<file path="src/rtl/ecp5pll_pkg.sv">
// Shared types and constants for the ECP5 PLL dynamic-phase controller.
package ecp5pll_pkg;

   typedef enum logic [2:0] {
      ST_IDLE,
      ST_SETUP,
      ST_PULSE,
      ST_GAP,
      ST_LOCKWAIT,
      ST_DONE
   } state_t;

   typedef logic [1:0] chan_t;

   localparam int ACC_W   = 10;
   localparam int NUM_CH  = 4;
   localparam int TIMER_W = 8;
   localparam int STEPS_W = 8;

   localparam int DEF_SETUP_CYC = 4;
   localparam int DEF_PULSE_CYC = 4;
   localparam int DEF_GAP_CYC   = 8;
   localparam bit DEF_LOCK_WAIT = 1'b1;

   // One phase step; the accumulator width makes the wrap modulo 1024.
   function automatic logic [ACC_W-1:0] acc_step(input logic [ACC_W-1:0] acc, input logic dir);
      return dir ? acc - 1'b1 : acc + 1'b1;
   endfunction

endpackage

</file>
<file path="src/rtl/ecp5pll_phase_ctrl_if.sv">
// Command handshake bundle for the dynamic-phase controller.
interface ecp5pll_phase_ctrl_if;
   import ecp5pll_pkg::*;

   logic                cmd_valid;
   logic                cmd_ready;
   chan_t               cmd_sel;
   logic                cmd_dir;
   logic                cmd_load;
   logic [STEPS_W-1:0]  cmd_steps;

   modport master (
      output cmd_valid, cmd_sel, cmd_dir, cmd_load, cmd_steps,
      input  cmd_ready
   );

   modport slave (
      input  cmd_valid, cmd_sel, cmd_dir, cmd_load, cmd_steps,
      output cmd_ready
   );

endinterface

</file>
<file path="src/rtl/ecp5pll_pulse_timer.sv">
// Loadable down-counter; zero is high once the loaded count has run out.
module ecp5pll_pulse_timer #(
   parameter int W = 8
) (
   input  logic         clk_i,
   input  logic         reset,
   input  logic         load,
   input  logic [W-1:0] load_val,
   output logic         zero
);

   logic [W-1:0] cnt;

   always_ff @(posedge clk_i) begin
      if (reset) begin
         cnt <= '0;
      end else if (load) begin
         cnt <= load_val;
      end else if (cnt != '0) begin
         cnt <= cnt - 1'b1;
      end
   end

   assign zero = (cnt == '0);

endmodule

</file>
<file path="src/rtl/ecp5pll_phase_ctrl.sv">
// Sequences phasestep/phaseloadreg pulses on the ECP5 PLL dynamic-phase pins
// and keeps a per-channel step accumulator.
module ecp5pll_phase_ctrl
   import ecp5pll_pkg::*;
#(
   parameter int SETUP_CYC = DEF_SETUP_CYC,
   parameter int PULSE_CYC = DEF_PULSE_CYC,
   parameter int GAP_CYC   = DEF_GAP_CYC,
   parameter bit LOCK_WAIT = DEF_LOCK_WAIT
) (
   input  logic                    clk_i,
   input  logic                    reset,
   ecp5pll_phase_ctrl_if.slave     cmd,
   input  logic                    locked,
   output chan_t                   phasesel,
   output logic                    phasedir,
   output logic                    phasestep,
   output logic                    phaseloadreg,
   output logic                    busy,
   output logic                    done,
   output logic [NUM_CH*ACC_W-1:0] phase_o
);

   // Timer is loaded with length-1 so it reads zero in the last cycle of an interval.
   localparam logic [TIMER_W-1:0] SETUP_V = TIMER_W'(SETUP_CYC - 1);
   localparam logic [TIMER_W-1:0] PULSE_V = TIMER_W'(PULSE_CYC - 1);
   localparam logic [TIMER_W-1:0] GAP_V   = TIMER_W'(GAP_CYC - 1);

   state_t              state, state_next;
   chan_t               sel_q;
   logic                dir_q;
   logic                load_q;
   logic [STEPS_W-1:0]  rem_q;
   logic [ACC_W-1:0]    acc [NUM_CH];

   logic                accept;
   logic                want_pulse;
   logic                enter_pulse;
   logic                rem_dec;
   logic                tmr_load;
   logic [TIMER_W-1:0]  tmr_val;
   logic                tmr_zero;

   ecp5pll_pulse_timer #(.W(TIMER_W)) u_timer (
      .clk_i    (clk_i),
      .reset    (reset),
      .load     (tmr_load),
      .load_val (tmr_val),
      .zero     (tmr_zero)
   );

   always_comb begin
      state_next  = state;
      accept      = 1'b0;
      want_pulse  = 1'b0;
      enter_pulse = 1'b0;
      rem_dec     = 1'b0;
      tmr_load    = 1'b0;
      tmr_val     = '0;

      case (state)
         ST_IDLE: begin
            if (cmd.cmd_valid) begin
               accept = 1'b1;
               if (!cmd.cmd_load && cmd.cmd_steps == '0) begin
                  state_next = ST_DONE;
               end else begin
                  state_next = ST_SETUP;
                  tmr_load   = 1'b1;
                  tmr_val    = SETUP_V;
               end
            end
         end
         ST_SETUP: begin
            if (tmr_zero) want_pulse = 1'b1;
         end
         // Re-evaluated every cycle; the lock check below keeps us here until locked.
         ST_LOCKWAIT: want_pulse = 1'b1;
         ST_PULSE: begin
            if (tmr_zero) begin
               state_next = ST_GAP;
               tmr_load   = 1'b1;
               tmr_val    = GAP_V;
            end
         end
         ST_GAP: begin
            if (tmr_zero) begin
               if (load_q || rem_q == STEPS_W'(1)) begin
                  state_next = ST_DONE;
               end else begin
                  rem_dec    = 1'b1;
                  want_pulse = 1'b1;
               end
            end
         end
         ST_DONE: state_next = ST_IDLE;
         default: state_next = ST_IDLE;
      endcase

      // Lock is only consulted before a pulse starts, so a running pulse is never cut short.
      if (want_pulse) begin
         if (LOCK_WAIT && !locked) begin
            state_next = ST_LOCKWAIT;
         end else begin
            state_next  = ST_PULSE;
            enter_pulse = 1'b1;
            tmr_load    = 1'b1;
            tmr_val     = PULSE_V;
         end
      end
   end

   always_ff @(posedge clk_i) begin
      if (reset) begin
         state  <= ST_IDLE;
         sel_q  <= '0;
         dir_q  <= 1'b0;
         load_q <= 1'b0;
         rem_q  <= '0;
         for (int k = 0; k < NUM_CH; k++) acc[k] <= '0;
      end else begin
         state <= state_next;
         if (accept) begin
            sel_q  <= cmd.cmd_sel;
            dir_q  <= cmd.cmd_dir;
            load_q <= cmd.cmd_load;
            rem_q  <= cmd.cmd_steps;
         end else if (rem_dec) begin
            rem_q <= rem_q - 1'b1;
         end
         if (enter_pulse) begin
            acc[sel_q] <= load_q ? '0 : acc_step(acc[sel_q], dir_q);
         end
      end
   end

   always_comb begin
      phase_o = '0;
      for (int k = 0; k < NUM_CH; k++) phase_o[k*ACC_W +: ACC_W] = acc[k];
   end

   // cmd_ready is gated by reset so it reads 0 for the whole reset window.
   assign cmd.cmd_ready  = (state == ST_IDLE) && !reset;
   assign busy           = (state != ST_IDLE);
   assign done           = (state == ST_DONE);
   assign phasestep      = (state == ST_PULSE) && !load_q;
   assign phaseloadreg   = (state == ST_PULSE) && load_q;
   assign phasesel       = sel_q;
   assign phasedir       = dir_q;

endmodule

</file>
<file path="src/flat_wrapper.sv">
// flat-port wrapper written by rule: the top's interface ports become plain ports
module ecp5pll_phase_ctrl_flat import ecp5pll_pkg::*;
#(
   parameter int SETUP_CYC = DEF_SETUP_CYC,
   parameter int PULSE_CYC = DEF_PULSE_CYC,
   parameter int GAP_CYC   = DEF_GAP_CYC,
   parameter bit LOCK_WAIT = DEF_LOCK_WAIT
)
  (clk_i, reset, locked, phasesel, phasedir, phasestep, phaseloadreg, busy, done, phase_o, cmd_cmd_valid, cmd_cmd_sel, cmd_cmd_dir, cmd_cmd_load, cmd_cmd_steps, cmd_cmd_ready);
  ecp5pll_phase_ctrl_if cmd_i ();
  input  logic clk_i;
  input  logic reset;
  input  logic locked;
  output chan_t phasesel;
  output logic phasedir;
  output logic phasestep;
  output logic phaseloadreg;
  output logic busy;
  output logic done;
  output logic [NUM_CH*ACC_W-1:0] phase_o;
  input wire logic [$bits(cmd_i.cmd_valid)-1:0] cmd_cmd_valid;
  input wire logic [$bits(cmd_i.cmd_sel)-1:0] cmd_cmd_sel;
  input wire logic [$bits(cmd_i.cmd_dir)-1:0] cmd_cmd_dir;
  input wire logic [$bits(cmd_i.cmd_load)-1:0] cmd_cmd_load;
  input wire logic [$bits(cmd_i.cmd_steps)-1:0] cmd_cmd_steps;
  output wire logic [$bits(cmd_i.cmd_ready)-1:0] cmd_cmd_ready;
  assign cmd_i.cmd_valid = cmd_cmd_valid;
  assign cmd_i.cmd_sel = cmd_cmd_sel;
  assign cmd_i.cmd_dir = cmd_cmd_dir;
  assign cmd_i.cmd_load = cmd_cmd_load;
  assign cmd_i.cmd_steps = cmd_cmd_steps;
  assign cmd_cmd_ready = cmd_i.cmd_ready;
  ecp5pll_phase_ctrl #(.SETUP_CYC(SETUP_CYC), .PULSE_CYC(PULSE_CYC), .GAP_CYC(GAP_CYC), .LOCK_WAIT(LOCK_WAIT)) u_core (.clk_i(clk_i), .reset(reset), .cmd(cmd_i), .locked(locked), .phasesel(phasesel), .phasedir(phasedir), .phasestep(phasestep), .phaseloadreg(phaseloadreg), .busy(busy), .done(done), .phase_o(phase_o));
endmodule
</file>
<file path="config.mk">
export PLATFORM = sky130hd
export DESIGN_NAME = ecp5pll_phase_ctrl_flat
export DESIGN_NICKNAME = d
export VERILOG_FILES = /design/src/rtl/ecp5pll_pkg.sv /design/src/rtl/ecp5pll_phase_ctrl_if.sv /design/src/rtl/ecp5pll_pulse_timer.sv /design/src/rtl/ecp5pll_phase_ctrl.sv /design/src/flat_wrapper.sv
export SDC_FILE = /design/constraint.sdc
export NUM_CORES = 1
export LEC_CHECK = 0
export ABC_CLOCK_PERIOD_IN_PS = 5450
export BUFFER_PORTS_ARGS = -buffer_cell sky130_fd_sc_hd__buf_4
export CORE_UTILIZATION = 60
export CTS_BUF_LIST = sky130_fd_sc_hd__clkbuf_2
export CTS_CLUSTER_DIAMETER = 200
export DETAILED_ROUTE_END_ITERATION = 10
export GPL_TIMING_DRIVEN = 0
export PLACE_DENSITY = 0.95
export SYNTH_ARGS = -nofsm -noshare
export SYNTH_HDL_FRONTEND = slang
export SYNTH_SLANG_ARGS = --single-unit
</file>
<file path="constraint.sdc">
create_clock -name clk_i -period 5.45 [get_ports clk_i]
set_input_delay 0.2725 -clock clk_i [delete_from_list [all_inputs] [get_ports clk_i]]
set_output_delay 0.2725 -clock clk_i [all_outputs]
set_load 0.01 [all_outputs]
</file>
== Yosys cells after proc, flatten, opt, wreduce, memory -nomap -nowiden ==
Memories as Yosys holds them, arrays and structs flattened. A register that Yosys moved wholly into a read port is not among the register bits.
Cells that the tools add are included.

* RAM bits: 40
* Bits in registers: 23
* Memories: 1
* Bits of input ports: 16

* Reduce and logical (&&, ||, !) cells: 18
* Add/sub/neg operators: 4
* Muxes and demuxes: 44
* Equality and inequality tests: 11

{| class="wikitable"
|+ Memories
! memory !! depth !! bits a word !! read ports !! clocked after memory_dff !! wr ports !! line !! source
|-
| u_core.acc || 4 || 10 || 5 || 1 || 4 || ecp5pll_phase_ctrl.sv:34 || <nowiki>logic [ACC_W-1:0] acc [NUM_CH];</nowiki>
|}

{| class="wikitable"
|+ Operator list
! kind !! count
|-
| 8-bit two-way mux || 7
|-
| 10-bit two-way mux || 3
|-
| 3-bit two-way mux || 8
|-
| 1-bit two-way mux || 18
|-
| 8-bit zero test || 2
|-
| 8-bit one-hot mux with 2 select lines || 1
|-
| 8-bit by 1-bit subtractor with 8-bit output, second input constant || 2
|-
| 3-bit one-hot mux with 4 select lines || 1
|-
| 10-bit by 1-bit adder with 10-bit output, second input constant || 1
|-
| 10-bit OR reduction || 1
|-
| 10-bit by 1-bit subtractor with 10-bit output, second input constant || 1
|-
| 3-bit by 1-bit != test with 1-bit output, second input constant || 3
|-
| 8-bit by 1-bit equality test with 1-bit output, second input constant || 1
|-
| 2-bit two-way mux || 4
|-
| 8-bit nonzero test || 1
|-
| 3-bit by 2-bit equality test with 1-bit output, second input constant || 2
|-
| 3-bit equality test, second input constant || 2
|-
| 5-bit AND reduction || 1
|-
| 1-bit logical AND || 4
|-
| 2-bit nonzero test || 2
|-
| 3-bit by 1-bit equality test with 1-bit output, second input constant || 1
|-
| 1-bit zero test || 3
|-
| 3-bit zero test || 1
|-
| 3-bit by 2-bit != test with 1-bit output, second input constant || 1
|-
| 6 further kinds || 6
|}

== Logic depth before layout (Yosys ltp) ==
* Depth after elaboration: 11
* Gate-level depth with buffers: 11
* Gate-level depth less buffers: 9

== Hierarchy ==
From an unflattened synthesis, not the netlist that was laid out.

* Cells, all modules: 338
* Area total of the unflattened synthesis: 3564.7 um^2

{| class="wikitable"
|+ Modules (own cells, without submodules)
! module !! seq. area each (um^2) !! instances !! area an instance (um^2) !! cells an instance
|-
| ecp5pll_phase_ctrl || 1541.5 || 1 || 3089.2 || 285
|-
| ecp5pll_pulse_timer || 160.2 || 1 || 475.5 || 53
|}

== Worst setup path before layout ==
Ideal clock, no wire load.

* Path type: register to register
* Start point: register (tool-made name)
* End point: memory u_core.acc[0][9], data pin
* Clock period less this slack: 2.900 ns
* Setup slack: 2.550 ns
* Setup time: 0.257 ns
* Data arrival time: 2.643 ns
* Stages on the path, launching flop included: 10
* Path buffers: 1
* Path through: dfxtp_1 buf_6 mux4_2 ha_1 a211o_1 a2111oi_2 nor3_1 or4_1 nand4_1 nor2_1

{| class="wikitable"
|+ RTL lines
! item !! line
|-
| end: declaration || ecp5pll_phase_ctrl.sv:34
|}

==> impl_metrics.tcl <==
set metrics [dict create \
    status "finished, violations left" \
    failed_checks "negative hold slack" \
    overflow 0 \
    area_growth_syn_to_layout_pct 19.8 \
    ys_seq_elements 65 \
    setup_ws_ns 2.08 \
    place_ws_ns 2.10 \
    wl_mm 8.14 \
    grt_setup_unrepaired "no" \
    crit_required_ns 5.75 \
    min_to "u_core.load_q" \
    chipHeight_um 77.5 \
    peakVddDrop_mv 0.276 \
    slew_headroom_pct 21.2 \
    grt_pass1_wl_mm 13.2 \
    clock.fmax_mhz 296 \
    ctsHoldBuffers 2 \
    antenna_found_initial 0 \
    timing.setup.tns_ns 0 \
    worstSkewPairLatency_ns 0.53 \
    cts_root_buf "clkbuf_2" \
    total_power_mw 1.59 \
    arrival_ns 3.67 \
    cts-buffers-inserted 9 \
    std_cell_rows 27 \
    numClockSinks 65 \
    die_width_um 77.5 \
    cts_buffer_depth 2 \
    worstHoldPathCells 3 \
    synth_area_leaders "edfxtp_1 (35%), dfxtp_1 (15%), mux4_2 (6.6%)" \
    seq_area_frac_synth_pct 49.7 \
    min_from "cmd_cmd_load" \
    synth_nets 355 \
    cts_tree "done" \
    cts.reportedPaths.clkPinSlew_ns 0.17 \
    yosysTopAreaCell "edfxtp_1" \
    core-area_um2 5510 \
    min_period_over_period_pct 61.9 \
    reg2reg_slack_ns 2.08 \
    drv_slew 0 \
    wl_per_cell_um 17.0 \
    drt_iter0_drc 218 \
    fin_crit_ns 3.37 \
    drv_cap 0 \
    synthDistinctLibCells 53 \
    finalSetupViolations 0 \
    start_util_pct 62.1 \
    synth_area_per_cell_um2 10.5 \
    n_fill_cell 412 \
    htreeDepth 3 \
    finish.utilization_pct 74.4 \
    startpoint_type "flip-flop" \
    dp.final_hpwl_mm 5.91 \
    dr.pass1.iters 7 \
    worstMarginPinSlew_ns 1.18 \
    cts_resized 0 \
    r2r-end "u_core.acc[1][9]" \
    fin_skew_ns 0.0339 \
    via_count 2788 \
    synth_common_cells "nor2_1 (59), edfxtp_1 (40), dfxtp_1 (25), nand2_1 (23), a21oi_1 (21)" \
    hold_path.class "in -> reg" \
    drc 0 \
    endpoint_kind "flip-flop" \
    cp_max_fo 10 \
    hold_ws_ns -0.00247 \
    place_congestion 0.868 \
    synthCells 327 \
    seqCellArea_um2 1700 \
    grt_usage_pct 29.2 \
    ant_nets 0 \
    synth_edf_count 40 \
    p_leak_nw 1.67 \
    syn_area_um2 3420 \
    diodes 0 \
    cts_setup_buffers 0 \
    layout.nets 430 \
    multi_input_area_um2 1590 \
    ys_warn_count 0 \
    port_buffers 62 \
    power.density_nw_per_um2 389 \
    synth.most_common_cell "nor2_1" \
    synth_ff_type "edfxtp_1" \
    grt_max_degree 12 \
    async_flop_share_pct 0 \
    yosysTopAreaCellShare_pct 35.1 \
    drive_above_1_share_pct 25.1 \
    viasPerCell 5.82 \
    ios 64 \
    hold_viol_final 1 \
    reg2regPathDepth 9 \
    first_global_vias 2770 \
    die_area_um2 6010 \
    crit_type "reg -> reg" \
]
[critical path, stage by stage (launching register included)]
cell and delay (ns):
dfxtp_1 0.34, clkbuf_1 0.56, mux4_2 0.44, ha_1 0.35, a211o_1 0.30, a2111oi_2 0.27, nor3_1 0.14, or4_1 0.49
nand4_1 0.18, nor2_1 0.07
[state kept, by name, summed over array words and instances (netlist names), named ones only]
register	flops
u_core.load_q	1
u_core.acc	40
u_core.phasedir	1
u_core.u_timer.cnt	8
u_core.state	3
u_core.phasesel	2
u_core.rem_q	8
[stage by stage]
step	cell area (um^2)	cells
2_1_floorplan	3420	327
3_3_place_gp	3980	461
3_5_place_dp	3980	461
4_1_cts	4100	479
5_1_grt	4100	479
6_report	4100	479
[cells by family after synthesis]
group	Yosys count	synth area share (%)
adder cells (fa/ha/maj)	12	4.61
flip-flops	65	49.7
AO/OA/AOI/OAI	53	10.6
AND/OR/NAND/NOR	142	20.5
XOR/XNOR	15	3.84
multiplexers	11	6.87
buffers and inverters	29	3.77
[area by class of cell]
| cell class | count | area share, % |
|---|---|---|
| buffer | 14 | 1.77 |
| clock buffer | 11 | 1.34 |
| clock inverter | 5 | 1.13 |
| inverter | 15 | 1.37 |
| multi-input combinational | 233 | 38.8 |
| sequential | 65 | 41.5 |
| tap | 72 | 2.20 |
| timing repair buffer | 64 | 11.8 |
[worst max-delay path by stage]
stage	slack [ns]	depth (start not counted)	startpoint	endpoint
2_1_floorplan	2.55	9	flip-flop	u_core.acc[0][9]
3_3_place_gp	2.17	9	flip-flop	u_core.acc[2][9]
3_5_place_dp	2.10	9	flip-flop	u_core.acc[1][9]
4_1_cts	2.08	9	flip-flop	u_core.acc[0][9]
5_1_grt	1.93	9	flip-flop	u_core.acc[2][9]
6_report	2.08	9	flip-flop	u_core.acc[1][9]
[metal layers]
metal  wire length [um]  track usage, %  part of all wire [%]  vias up
met3                420            5.65                   5.2       15
met4                119            10.6                   1.5        0
li1                   -               -                     -     1342
met5                  0               0                     0        -
met1               3270            33.7                    40     1312
met2               4340            53.5                    53      119
[cell usage in the layout (no fill, tap or decap), types with 3 or more instances in the layout]
master    instances
buf_4            62
nor2_1           59
edfxtp_1         40
dfxtp_1          25
nand2_1          23
a21oi_1          21
nor3_1           17
inv_1            15
xnor2_1          12
ha_1             11
clkbuf_2         11
mux4_2           10
clkbuf_1          8
or3_1             7
nand2b_1          7
o21ai_0           6
buf_2             4
and2_1            4
a21o_1            4
nor4_1            4
or4_1             3
or2_2             3
xor2_1            3
nand3_1           3
clkinv_1          3
[report_power, final]
group	internal, mW	leakage (nW)	switching, mW
clock network	0.105	0.0684	0.171
registers	0.587	0.618	0.0661
logic	0.291	0.982	0.373
total	0.983	1.67	0.610
Note: power is estimated with default switching activity, not from simulation.
